File: src/rtl/ccff_loader.sv
// ccff_loader: takes configuration bytes over a valid/ready stream and
// shifts them MSB-first into the fabric configuration flip-flop chain.
//
// state   | meaning
// --------+-------------------------------------------------------------
// S_IDLE  | no session; bit counter held at zero
// S_LOAD  | waiting for the next byte from the source (in_ready high)
// S_SHIFT | serializing the current byte, 2*HALF prog_clk cycles per bit
// S_DONE  | all CHAIN_LEN bits shifted; chain outputs parked low
module ccff_loader #(
    parameter int CHAIN_LEN = 256,
    parameter int HALF      = 1,
    localparam int CW       = $clog2(CHAIN_LEN + 1)
) (
    input  logic          prog_clk,
    input  logic          pReset,
    input  logic          start,
    input  logic          abort,
    input  logic          in_valid,
    output logic          in_ready,
    input  logic [7:0]    in_data,
    output logic          ccff_head,
    output logic          ccff_clk,
    output logic          busy,
    output logic          done,
    output logic [CW-1:0] bit_cnt
);

    typedef enum logic [1:0] {
        S_IDLE  = 2'd0,
        S_LOAD  = 2'd1,
        S_SHIFT = 2'd2,
        S_DONE  = 2'd3
    } state_t;

    localparam int            TW       = (HALF > 1) ? $clog2(HALF) : 1;
    localparam logic [TW-1:0] TMR_INIT = TW'(HALF - 1);
    localparam logic [CW-1:0] LEN      = CW'(CHAIN_LEN);
    localparam logic [CW-1:0] LAST     = CW'(CHAIN_LEN - 1);

    state_t        r_state;
    state_t        w_state_nx;
    logic [6:0]    r_sreg;
    logic [2:0]    r_bidx;
    logic          r_phase;
    logic [TW-1:0] r_tmr;
    logic [CW-1:0] r_bit_cnt;
    logic          r_ccff_clk;
    logic          r_ccff_head;

    logic          w_bit_end;
    logic          w_last;
    logic          w_byte_end;

    assign w_bit_end  = (r_state == S_SHIFT) && r_phase && (r_tmr == '0);
    assign w_last     = (r_bit_cnt == LAST);
    assign w_byte_end = (r_bidx == 3'd0);

    // State register.
    always_ff @(posedge prog_clk or posedge pReset) begin
        if (pReset) begin
            r_state <= S_IDLE;
        end else begin
            r_state <= w_state_nx;
        end
    end

    // Next-state decode; abort overrides every other request.
    always_comb begin
        w_state_nx = r_state;
        if (abort) begin
            w_state_nx = S_IDLE;
        end else begin
            case (r_state)
                S_IDLE:  if (start) w_state_nx = S_LOAD;
                S_LOAD:  if (in_valid) w_state_nx = S_SHIFT;
                S_SHIFT: begin
                    if (w_bit_end) begin
                        if (w_last) begin
                            w_state_nx = S_DONE;
                        end else if (w_byte_end) begin
                            w_state_nx = S_LOAD;
                        end
                    end
                end
                S_DONE:  if (start) w_state_nx = S_LOAD;
                default: w_state_nx = S_IDLE;
            endcase
        end
    end

    // Serializer: phase down-counter, bit index, chain clock and data.
    always_ff @(posedge prog_clk or posedge pReset) begin
        if (pReset) begin
            r_sreg      <= '0;
            r_bidx      <= '0;
            r_phase     <= 1'b0;
            r_tmr       <= '0;
            r_bit_cnt   <= '0;
            r_ccff_clk  <= 1'b0;
            r_ccff_head <= 1'b0;
        end else if (abort) begin
            r_phase     <= 1'b0;
            r_tmr       <= TMR_INIT;
            r_bit_cnt   <= '0;
            r_ccff_clk  <= 1'b0;
            r_ccff_head <= 1'b0;
        end else begin
            case (r_state)
                S_IDLE: begin
                    r_bit_cnt   <= '0;
                    r_ccff_clk  <= 1'b0;
                    r_ccff_head <= 1'b0;
                end
                S_LOAD: begin
                    r_ccff_clk <= 1'b0;
                    if (in_valid) begin
                        r_sreg      <= in_data[6:0];
                        r_bidx      <= 3'd7;
                        r_ccff_head <= in_data[7];
                        r_phase     <= 1'b0;
                        r_tmr       <= TMR_INIT;
                    end
                end
                S_SHIFT: begin
                    if (r_tmr != '0) begin
                        r_tmr <= r_tmr - 1'b1;
                    end else begin
                        r_tmr <= TMR_INIT;
                        if (!r_phase) begin
                            r_phase    <= 1'b1;
                            r_ccff_clk <= 1'b1;
                        end else begin
                            r_phase    <= 1'b0;
                            r_ccff_clk <= 1'b0;
                            if (r_bit_cnt != LEN) begin
                                r_bit_cnt <= r_bit_cnt + 1'b1;
                            end
                            // Leaving SHIFT parks the head low; any unsent
                            // bits of the byte are simply dropped.
                            if (w_last || w_byte_end) begin
                                r_ccff_head <= 1'b0;
                            end else begin
                                r_ccff_head <= r_sreg[6];
                                r_sreg      <= {r_sreg[5:0], 1'b0};
                                r_bidx      <= r_bidx - 1'b1;
                            end
                        end
                    end
                end
                S_DONE: begin
                    r_ccff_clk  <= 1'b0;
                    r_ccff_head <= 1'b0;
                    if (start) begin
                        r_bit_cnt <= '0;
                    end
                end
                default: begin
                    r_ccff_clk  <= 1'b0;
                    r_ccff_head <= 1'b0;
                end
            endcase
        end
    end

    // Status outputs decoded from the registered state.
    always_comb begin
        in_ready = (r_state == S_LOAD);
        busy     = (r_state == S_LOAD) || (r_state == S_SHIFT);
        done     = (r_state == S_DONE);
    end

    assign ccff_clk  = r_ccff_clk;
    assign ccff_head = r_ccff_head;
    assign bit_cnt   = r_bit_cnt;

endmodule

File: config.mk
export PLATFORM = sky130hd
export DESIGN_NAME = ccff_loader
export DESIGN_NICKNAME = d
export VERILOG_FILES = /design/src/rtl/ccff_loader.sv
export SDC_FILE = /design/constraint.sdc
export NUM_CORES = 1
export LEC_CHECK = 0
export BUFFER_PORTS_ARGS = -buffer_cell sky130_fd_sc_hd__buf_2
export CAP_MARGIN = 20
export CORE_UTILIZATION = 54
export DETAILED_ROUTE_END_ITERATION = 12
export PLACE_DENSITY = 0.84
export SYNTH_ARGS = -nofsm -noshare
export SYNTH_HDL_FRONTEND = slang
export SYNTH_SLANG_ARGS = --single-unit
File: constraint.sdc
create_clock -name prog_clk -period 3.2 [get_ports prog_clk]
set_input_delay 0.64 -clock prog_clk [delete_from_list [all_inputs] [get_ports prog_clk]]
set_output_delay 0.64 -clock prog_clk [all_outputs]
set_load 0.005 [all_outputs]
==> summary.txt, run 1 <==
CTS
  – CTS tree: built
  – Post-CTS Hold Fix Bufs: 0
  – Clock-pin transition on the worst setup and hold timing paths: 0.12 ns
  – Post_cts resized: 0
  – Clock sink total: 24
  – Skew-Pair Late Insertion Delay: 0.31 ns
  – CTS root buffer: clkbuf_4
  – Clk buf depth: 2
  – Total setup buffers inserted after CTS: 0
  – CTS buffer count: 3
  – Htree depth: 1

Critical path
  – Worst-path fanout max: 14
  – Crit. End Element: flip-flop
  – CP startpoint: bit_cnt[0]$_DFFE_PP0P_
  – R2R Path Start: bit_cnt[0]$_DFFE_PP0P_
  – Crit Reg-Reg Endpoint: r_sreg[1]$_DFFE_PP0P_
  – Worst EP arrival: 2.94 ns
  – CP startpoint kind: flip-flop
  – Depth of the worst register-to-register path: 10
  – Path type of the worst setup path: flip-flop to flip-flop
  – Crit path to: r_sreg[1]$_DFFE_PP0P_
  – Reg2Reg Setup Slack: 0.50 ns
  – Required time of the critical path: 3.44 ns

STA
  – Final hold slack: 0.500 ns
  – Setup_tns: 0 ns
  – Final worst setup slack: 0.497 ns
  – RSZ-0062 raised after global routing: no
  – Final period utilization: 84.5%
  – Slew @ Worst Pin: 0.899 ns
  – Final setup viols: 0
  – Tmin final: 2.70 ns
  – Fmax achieved: 370 MHz
  – Max-slew headroom: 40.0%
  – Final hold vios: 0
  – Skew final: 0.00155 ns
  – Slew Viols, Final: 0

Layout
  – Fin util: 64.0%
  – Fin nets: 194
  – Ant. Diodes: 0
  – Layout cells sized above 1: 22.4%
  – Area growth syn-to-layout: 12.7%

Yosys
  – Cell variety after synth: 35
  – Post-synth top cells: 24 x dfrtp_1, 18 x nor2_1, 11 x inv_1, 11 x o21ai_0, 10 x ha_1
  – Dominant cell type by area after synthesis: dfrtp_1
  – Syn_nets: 167
  – Yosys reg bits: 24
  – Largest cells by area after synthesis: dfrtp_1 43%, ha_1 8.9%, mux2i_1 5.0%
  – Share of the synthesized area in the top cell type: 42.7%
  – Top FF cell, synth: dfrtp_1
  – Warnings, synthesis: 0
  – Asr flop ratio synth: 100%
  – Sequential fraction of the synthesis area: 42.7%
  – Post-synth EDFFs: 0
  – Post-Syn Area: 1410 um2
  – Synthesized area per cell: 9.77 um2
  – Synth Instances: 144
  – Count leader, synth: dfrtp_1

GRT
  – Congestion Overflow GR: 0
  – Initial antenna violation count: 0
  – Number of global-route vias before repair: 1,172
  – First-pass GRT wire length: 4.77 mm
  – Gr usage total: 23.4%
  – Largest net degree at the start of global routing: 25

Pwr
  – Int Power: 0.623 mW
  – Leakage power: 0.771 nW
  – Max VDD drop: 477 uV
  – Pwr dens: 616 nW/um2
  – Clock power frac: 15.9%
  – Seq pwr share: 43.6%
  – Sw power: 0.353 mW
  – Sw Share: 36.2%
  – Logic pwr share: 40.5%

Drt
  – DRC: 0
  – Final ANT Viol Nets: 0
  – First DRT Iteration DRCs: 12
  – Avg WL per Cell: 14.0 um
  – Drt first pass iters: 4
  – Total number of vias: 1,142
  – Vias/cell: 5.71
  – Routed WL: 2.81 mm

Floorplan
  – Die area: 2810 um2
  – Site row count: 18
  – Num ports: 27
  – Core area: 2480 um2
  – Initial core utilization: 56.8%
  – Die Wd: 53.0 um
  – Die Ht: 53.0 um

Run status
  – Outcome: completed

Placement
  – I/O Buffers: 26
  – DP Wirelength: 2.06 mm
  – DP Worst Slack: 0.537 ns
  – Gpl congestion: 0.838

Run
  – Maxcap violations: 0

Min path
  – Hold Crit Class: input port to asynchronous set/reset pin
## power groups by stage
stage	Sequential, mW	Combinational [mW]	Clock [mW]
2_1_floorplan	0.418	0.313	0
3_3_place_gp	0.426	0.371	0
3_5_place_dp	0.431	0.390	0
4_1_cts	0.425	0.398	0.163
5_1_grt	0.435	0.444	0.174
6_report	0.425	0.395	0.156
## critical path, cell delays in order, from the launching register on
cell	delay, ns
dfrtp_1	0.45
ha_1	0.24
and3_1	0.23
nand3_1	0.12
nor2_1	0.07
ha_1	0.19
or3b_4	0.43
a2111oi_4	0.45
buf_4	0.27
nor2_1	0.06
a21oi_1	0.14
## per-stage QoR
step	instance area (um2)	total power, mW	instances
after floorplan	1410	0.731	144
after global placement	1550	0.797	196
after detailed placement	1550	0.822	196
after CTS	1590	0.987	200
after global routing	1590	1.05	200
final	1590	0.976	200
## cell type report
cell class / instances / area [um2]
repair buffers: 28 / 145
well taps: 30 / 37.5
multi-input cells: 103 / 724
flip-flops and latches: 24 / 601
fillers: 218 / 892
clock buffers: 4 / 36.3
inverters: 11 / 41.3
## placed cells by master, fill, tap and decap left out, types with 3 or more instances in the layout
| cell type | count |
|---|---|
| a21oi_1 | 9 |
| a31oi_1 | 5 |
| buf_2 | 26 |
| clkbuf_4 | 3 |
| dfrtp_1 | 24 |
| ha_1 | 10 |
| inv_1 | 11 |
| mux2i_1 | 7 |
| nand2b_1 | 8 |
| nand3_1 | 4 |
| nor2_1 | 18 |
| nor2b_1 | 3 |
| o21ai_0 | 11 |
| o31ai_1 | 3 |
## logic make-up (layout without fill, tap and decap cells)
logic type / after synthesis / after routing / share of synthesized area (%)
multiplexers: 9 / 9 / 6.58
adder cells (fa/ha/maj): 10 / 10 / 8.90
buffers and inverters: 17 / 43 / 5.78
AO/OA/AOI/OAI: 37 / 37 / 17.9
AND/OR/NAND/NOR: 47 / 47 / 18.1
flip-flops: 24 / 24 / 42.7
## sequential cells by signal, summed over array words and instances (netlist names)
name / cells
r_state: 2
r_bidx: 3
ccff_clk: 1
bit_cnt: 9
r_sreg: 7
ccff_head: 1
r_phase: 1
## worst min-delay path by stage
stage	start	to	cells after the start
floorplan	r_bidx[0]$_DFFE_PP0P_	r_bidx[0]$_DFFE_PP0P_	1
global placement	r_bidx[0]$_DFFE_PP0P_	r_bidx[0]$_DFFE_PP0P_	1
detailed placement	r_bidx[0]$_DFFE_PP0P_	r_bidx[0]$_DFFE_PP0P_	1
CTS	pReset	r_sreg[0]$_DFFE_PP0P_	2
global route	pReset	r_state[1]$_DFFE_PP0P_	2
finish	pReset	r_sreg[0]$_DFFE_PP0P_	2
## layer usage
| layer | track usage, % | vias up | routed length, um | part of all wire, % |
|---|---|---|---|---|
| met5 | 0 | - | 0 | 0 |
| met4 | 9.65 | 0 | 53 | 1.9 |
| met3 | 3.74 | 8 | 95 | 3.4 |
| met2 | 44.1 | 28 | 1490 | 53 |
| met1 | 25.6 | 544 | 1170 | 42 |
| li1 | - | 562 | - | - |
Power figures use the tool's default switching activity.
==> run 2, diff against run 1 <==
CORE_UTILIZATION = 49   (was 54)
PLACE_DENSITY = 0.81   (was 0.84)
clock period = 2.3 ns   (was 3.2 ns; I/O delays follow)
==> run 2 against run 1 <==
Register-to-register slack lost 0.52 ns. Global-route usage shrank 1.8 points. The flow now finishes with violations (setup timing). Clock skew grew 0.0087 ns. Critical endpoint is now r_bidx[0]$_DFFE_PP0P_. Non-clock buffer count grew 15. Highest routed layer unchanged. Total power grew 54%. Critical path type unchanged.
==> summary.txt, run 2 (synthesized netlist as in run 1, its figures left out) <==
Pwr
  – Max VDD drop: 667 uV (was 477 uV)
  – Leakage power: 0.853 nW (was 0.771 nW)
  – Design Power: 1.50 mW (was 0.976 mW)
  – Pwr dens: 858 nW/um2 (was 616 nW/um2)

Drt
  – Metal2 WL: 1.63 mm (was 1.49 mm)
  – Metal3 WL: 107 um (was 95 um)
  – Metal-1 WL: 1.26 mm (was 1.17 mm)
  – Avg WL per Cell: 14.1 um (was 14.0 um)
  – First DRT Iteration DRCs: 36 (was 12)
  – DRC: 0 (unchanged)
  – Drt first pass iters: 4 (unchanged)
  – Highest routed layer: met4 (unchanged)
  – Vias/cell: 5.72 (was 5.71)
  – Total number of vias: 1,235 (was 1,142)
  – Routed WL: 3.05 mm (was 2.81 mm)
  – Final ANT Viol Nets: 0 (unchanged)

GRT
  – Congestion Overflow GR: 0 (unchanged)
  – Initial antenna violation count: 0 (unchanged)
  – Number of global-route vias before repair: 1,257 (was 1,172)
  – First-pass GRT wire length: 5.40 mm (was 4.77 mm)
  – Largest net degree at the start of global routing: 25 (unchanged)
  – Gr usage total: 21.7% (was 23.4%)

Layout
  – Final Instance Count excl. Fillers: 216 (was 200)
  – Filler cell count: 230 (was 218)
  – Fin nets: 209 (was 194)
  – Commonest non-fill, non-tap cell in the layout: buf_2 (unchanged)
  – Area growth syn-to-layout: 24.6% (was 12.7%)
  – FF+latch area: 601 um2 (unchanged)
  – Ant. Diodes: 0 (unchanged)
  – Design Area, Final: 1750 um2 (was 1590 um2)
  – Layout cells sized above 1: 31.9% (was 22.4%)
  – Largest register FFs: 9 (unchanged)
  – Area occupied by multi-input gates: 757 um2 (was 724 um2)
  – Fin util: 64.1% (was 64.0%)
  – Most frequent cells in the layout: 26 x buf_2, 24 x dfrtp_1, 17 x nor2_1 (was 26 x buf_2, 24 x dfrtp_1, 18 x nor2_1)

Run status
  – Violated checks: setup timing
  – Outcome: complete, but fails checks (was completed)

Min path
  – Hold Crit Class: input port to asynchronous set/reset pin (unchanged)

STA
  – Tmin final: 2.32 ns (was 2.70 ns)
  – Setup_tns: -0.0235 ns (was 0 ns)
  – Final hold vios: 0 (unchanged)
  – Final hold slack: 0.156 ns (was 0.500 ns)
  – Final worst setup slack: -0.0220 ns (was 0.497 ns)
  – Final period utilization: 101% (was 84.5%)
  – Skew final: 0.0103 ns (was 0.00155 ns)
  – Slew @ Worst Pin: 0.349 ns (was 0.899 ns)
  – RSZ-0062 raised after global routing: yes (was no)
  – Max-slew headroom: 76.7% (was 40.0%)
  – Fmax achieved: 431 MHz (was 370 MHz)
  – Final setup viols: 2 (was 0)
  – Slew Viols, Final: 0 (unchanged)

CTS
  – CTS buffer count: 3 (unchanged)
  – Clock sink total: 24 (unchanged)
  – CTS root buffer: clkbuf_4 (unchanged)
  – Skew-Pair Late Insertion Delay: 0.32 ns (was 0.31 ns)
  – Clock-pin transition on the worst setup and hold timing paths: 0.14 ns (was 0.12 ns)
  – Htree depth: 1 (unchanged)
  – Clk buf depth: 2 (unchanged)
  – CTS tree: built (unchanged)

Placement
  – Placed Cells: 206 (was 196)
  – DP Worst Slack: -0.0532 ns (was 0.537 ns)
  – DP Wirelength: 2.17 mm (was 2.06 mm)
  – I/O Buffers: 26 (unchanged)
  – Dpl cell area: 1630 um2 (was 1550 um2)
  – Gpl congestion: 0.833 (was 0.838)

Critical path
  – CP startpoint kind: flip-flop (unchanged)
  – Depth of the worst register-to-register path: 10 (unchanged)
  – Slowest stage cell on the critical path: dfrtp_1 (unchanged)
  – Worst EP arrival: 2.55 ns (was 2.94 ns)
  – Crit-path max cell delay: 0.41 ns (was 0.45 ns)
  – Crit Reg-Reg Endpoint: r_bidx[0]$_DFFE_PP0P_ (was r_sreg[1]$_DFFE_PP0P_)
  – Worst-path fanout max: 3 (was 14)
  – Worst-path cell chain: ha_2, and3_4, nand3_2, nor2_2, ha_2, or3b_4, a2111oi_4, buf_4, nand3_1, o21a_1 (was ha_1, and3_1, nand3_1, nor2_1, ha_1, or3b_4, a2111oi_4, buf_4, nor2_1, a21oi_1)
  – CP startpoint: bit_cnt[1]$_DFFE_PP0P_ (was bit_cnt[0]$_DFFE_PP0P_)
  – Crit path to: r_bidx[0]$_DFFE_PP0P_ (was r_sreg[1]$_DFFE_PP0P_)
  – Path type of the worst setup path: flip-flop to flip-flop (unchanged)
  – Most frequent CP cell: ha_2
  – Required time of the critical path: 2.53 ns (was 3.44 ns)
  – R2R Path Start: bit_cnt[1]$_DFFE_PP0P_ (was bit_cnt[0]$_DFFE_PP0P_)
  – Crit. End Element: flip-flop (unchanged)
  – Reg2Reg Setup Slack: -0.02 ns (was 0.50 ns)

Floorplan
  – Initial core utilization: 51.4% (was 56.8%)
  – Num ports: 27 (unchanged)
  – Die Wd: 55.6 um (was 53.0 um)
  – Core area: 2730 um2 (was 2480 um2)
  – Site row count: 19 (was 18)
  – Die Ht: 55.6 um (was 53.0 um)
  – Die area: 3090 um2 (was 2810 um2)

Run
  – Maxcap violations: 0 (unchanged)
run 2: metal layers:
metal | global-route usage [%] | vias to the layer above
met3 | 2.56 | 6
met1 | 26.4 | 600
met5 | 0 | -
met4 | 7.86 | 0
li1 | - | 587
met2 | 39.2 | 42
run 2: what timing repair did:
action / in CTS / in global routing
hold buffers: 0 / 0
buffers inserted: 2 / 4
resized for setup: 1 / 3
pin swaps: 1 / 0
setup endpoints to repair: 9 / 12
run 2: worst min-delay path by stage:
stage	from	end	slack, ns	cells after the start
2_1_floorplan	pReset	bit_cnt[0]$_DFFE_PP0P_	0.47	1
3_3_place_gp	r_bidx[0]$_DFFE_PP0P_	r_bidx[0]$_DFFE_PP0P_	0.51	1
3_5_place_dp	r_bidx[0]$_DFFE_PP0P_	r_bidx[0]$_DFFE_PP0P_	0.51	1
4_1_cts	pReset	r_bidx[1]$_DFFE_PP0P_	0.16	3
5_1_grt	pReset	r_sreg[0]$_DFFE_PP0P_	0.19	3
6_report	pReset	r_bidx[1]$_DFFE_PP0P_	0.16	3
run 2: area by class of cell:
type	instances	share of cell area, %
multi-input combinational	103	43.2
clock buffer	3	1.29
timing repair buffer	43	14.9
tap	31	2.21
inverter	11	2.36
clock inverter	1	1.71
sequential	24	34.3
run 2: worst max-delay path, delay by kind of cell (launching register included):
family	cells	cell delay [ns]
AO/OA/AOI/OAI	2	0.50
adder cells (fa/ha/maj)	2	0.36
buffers and inverters	1	0.17
flip-flops	1	0.41
AND/OR/NAND/NOR	5	0.80
run 2: power by group:
group          switching (mW)  total (mW)  internal, mW
logic                   0.315       0.602         0.287
registers              0.0738       0.595         0.522
clock network           0.130       0.306         0.176
total                   0.518        1.50         0.985
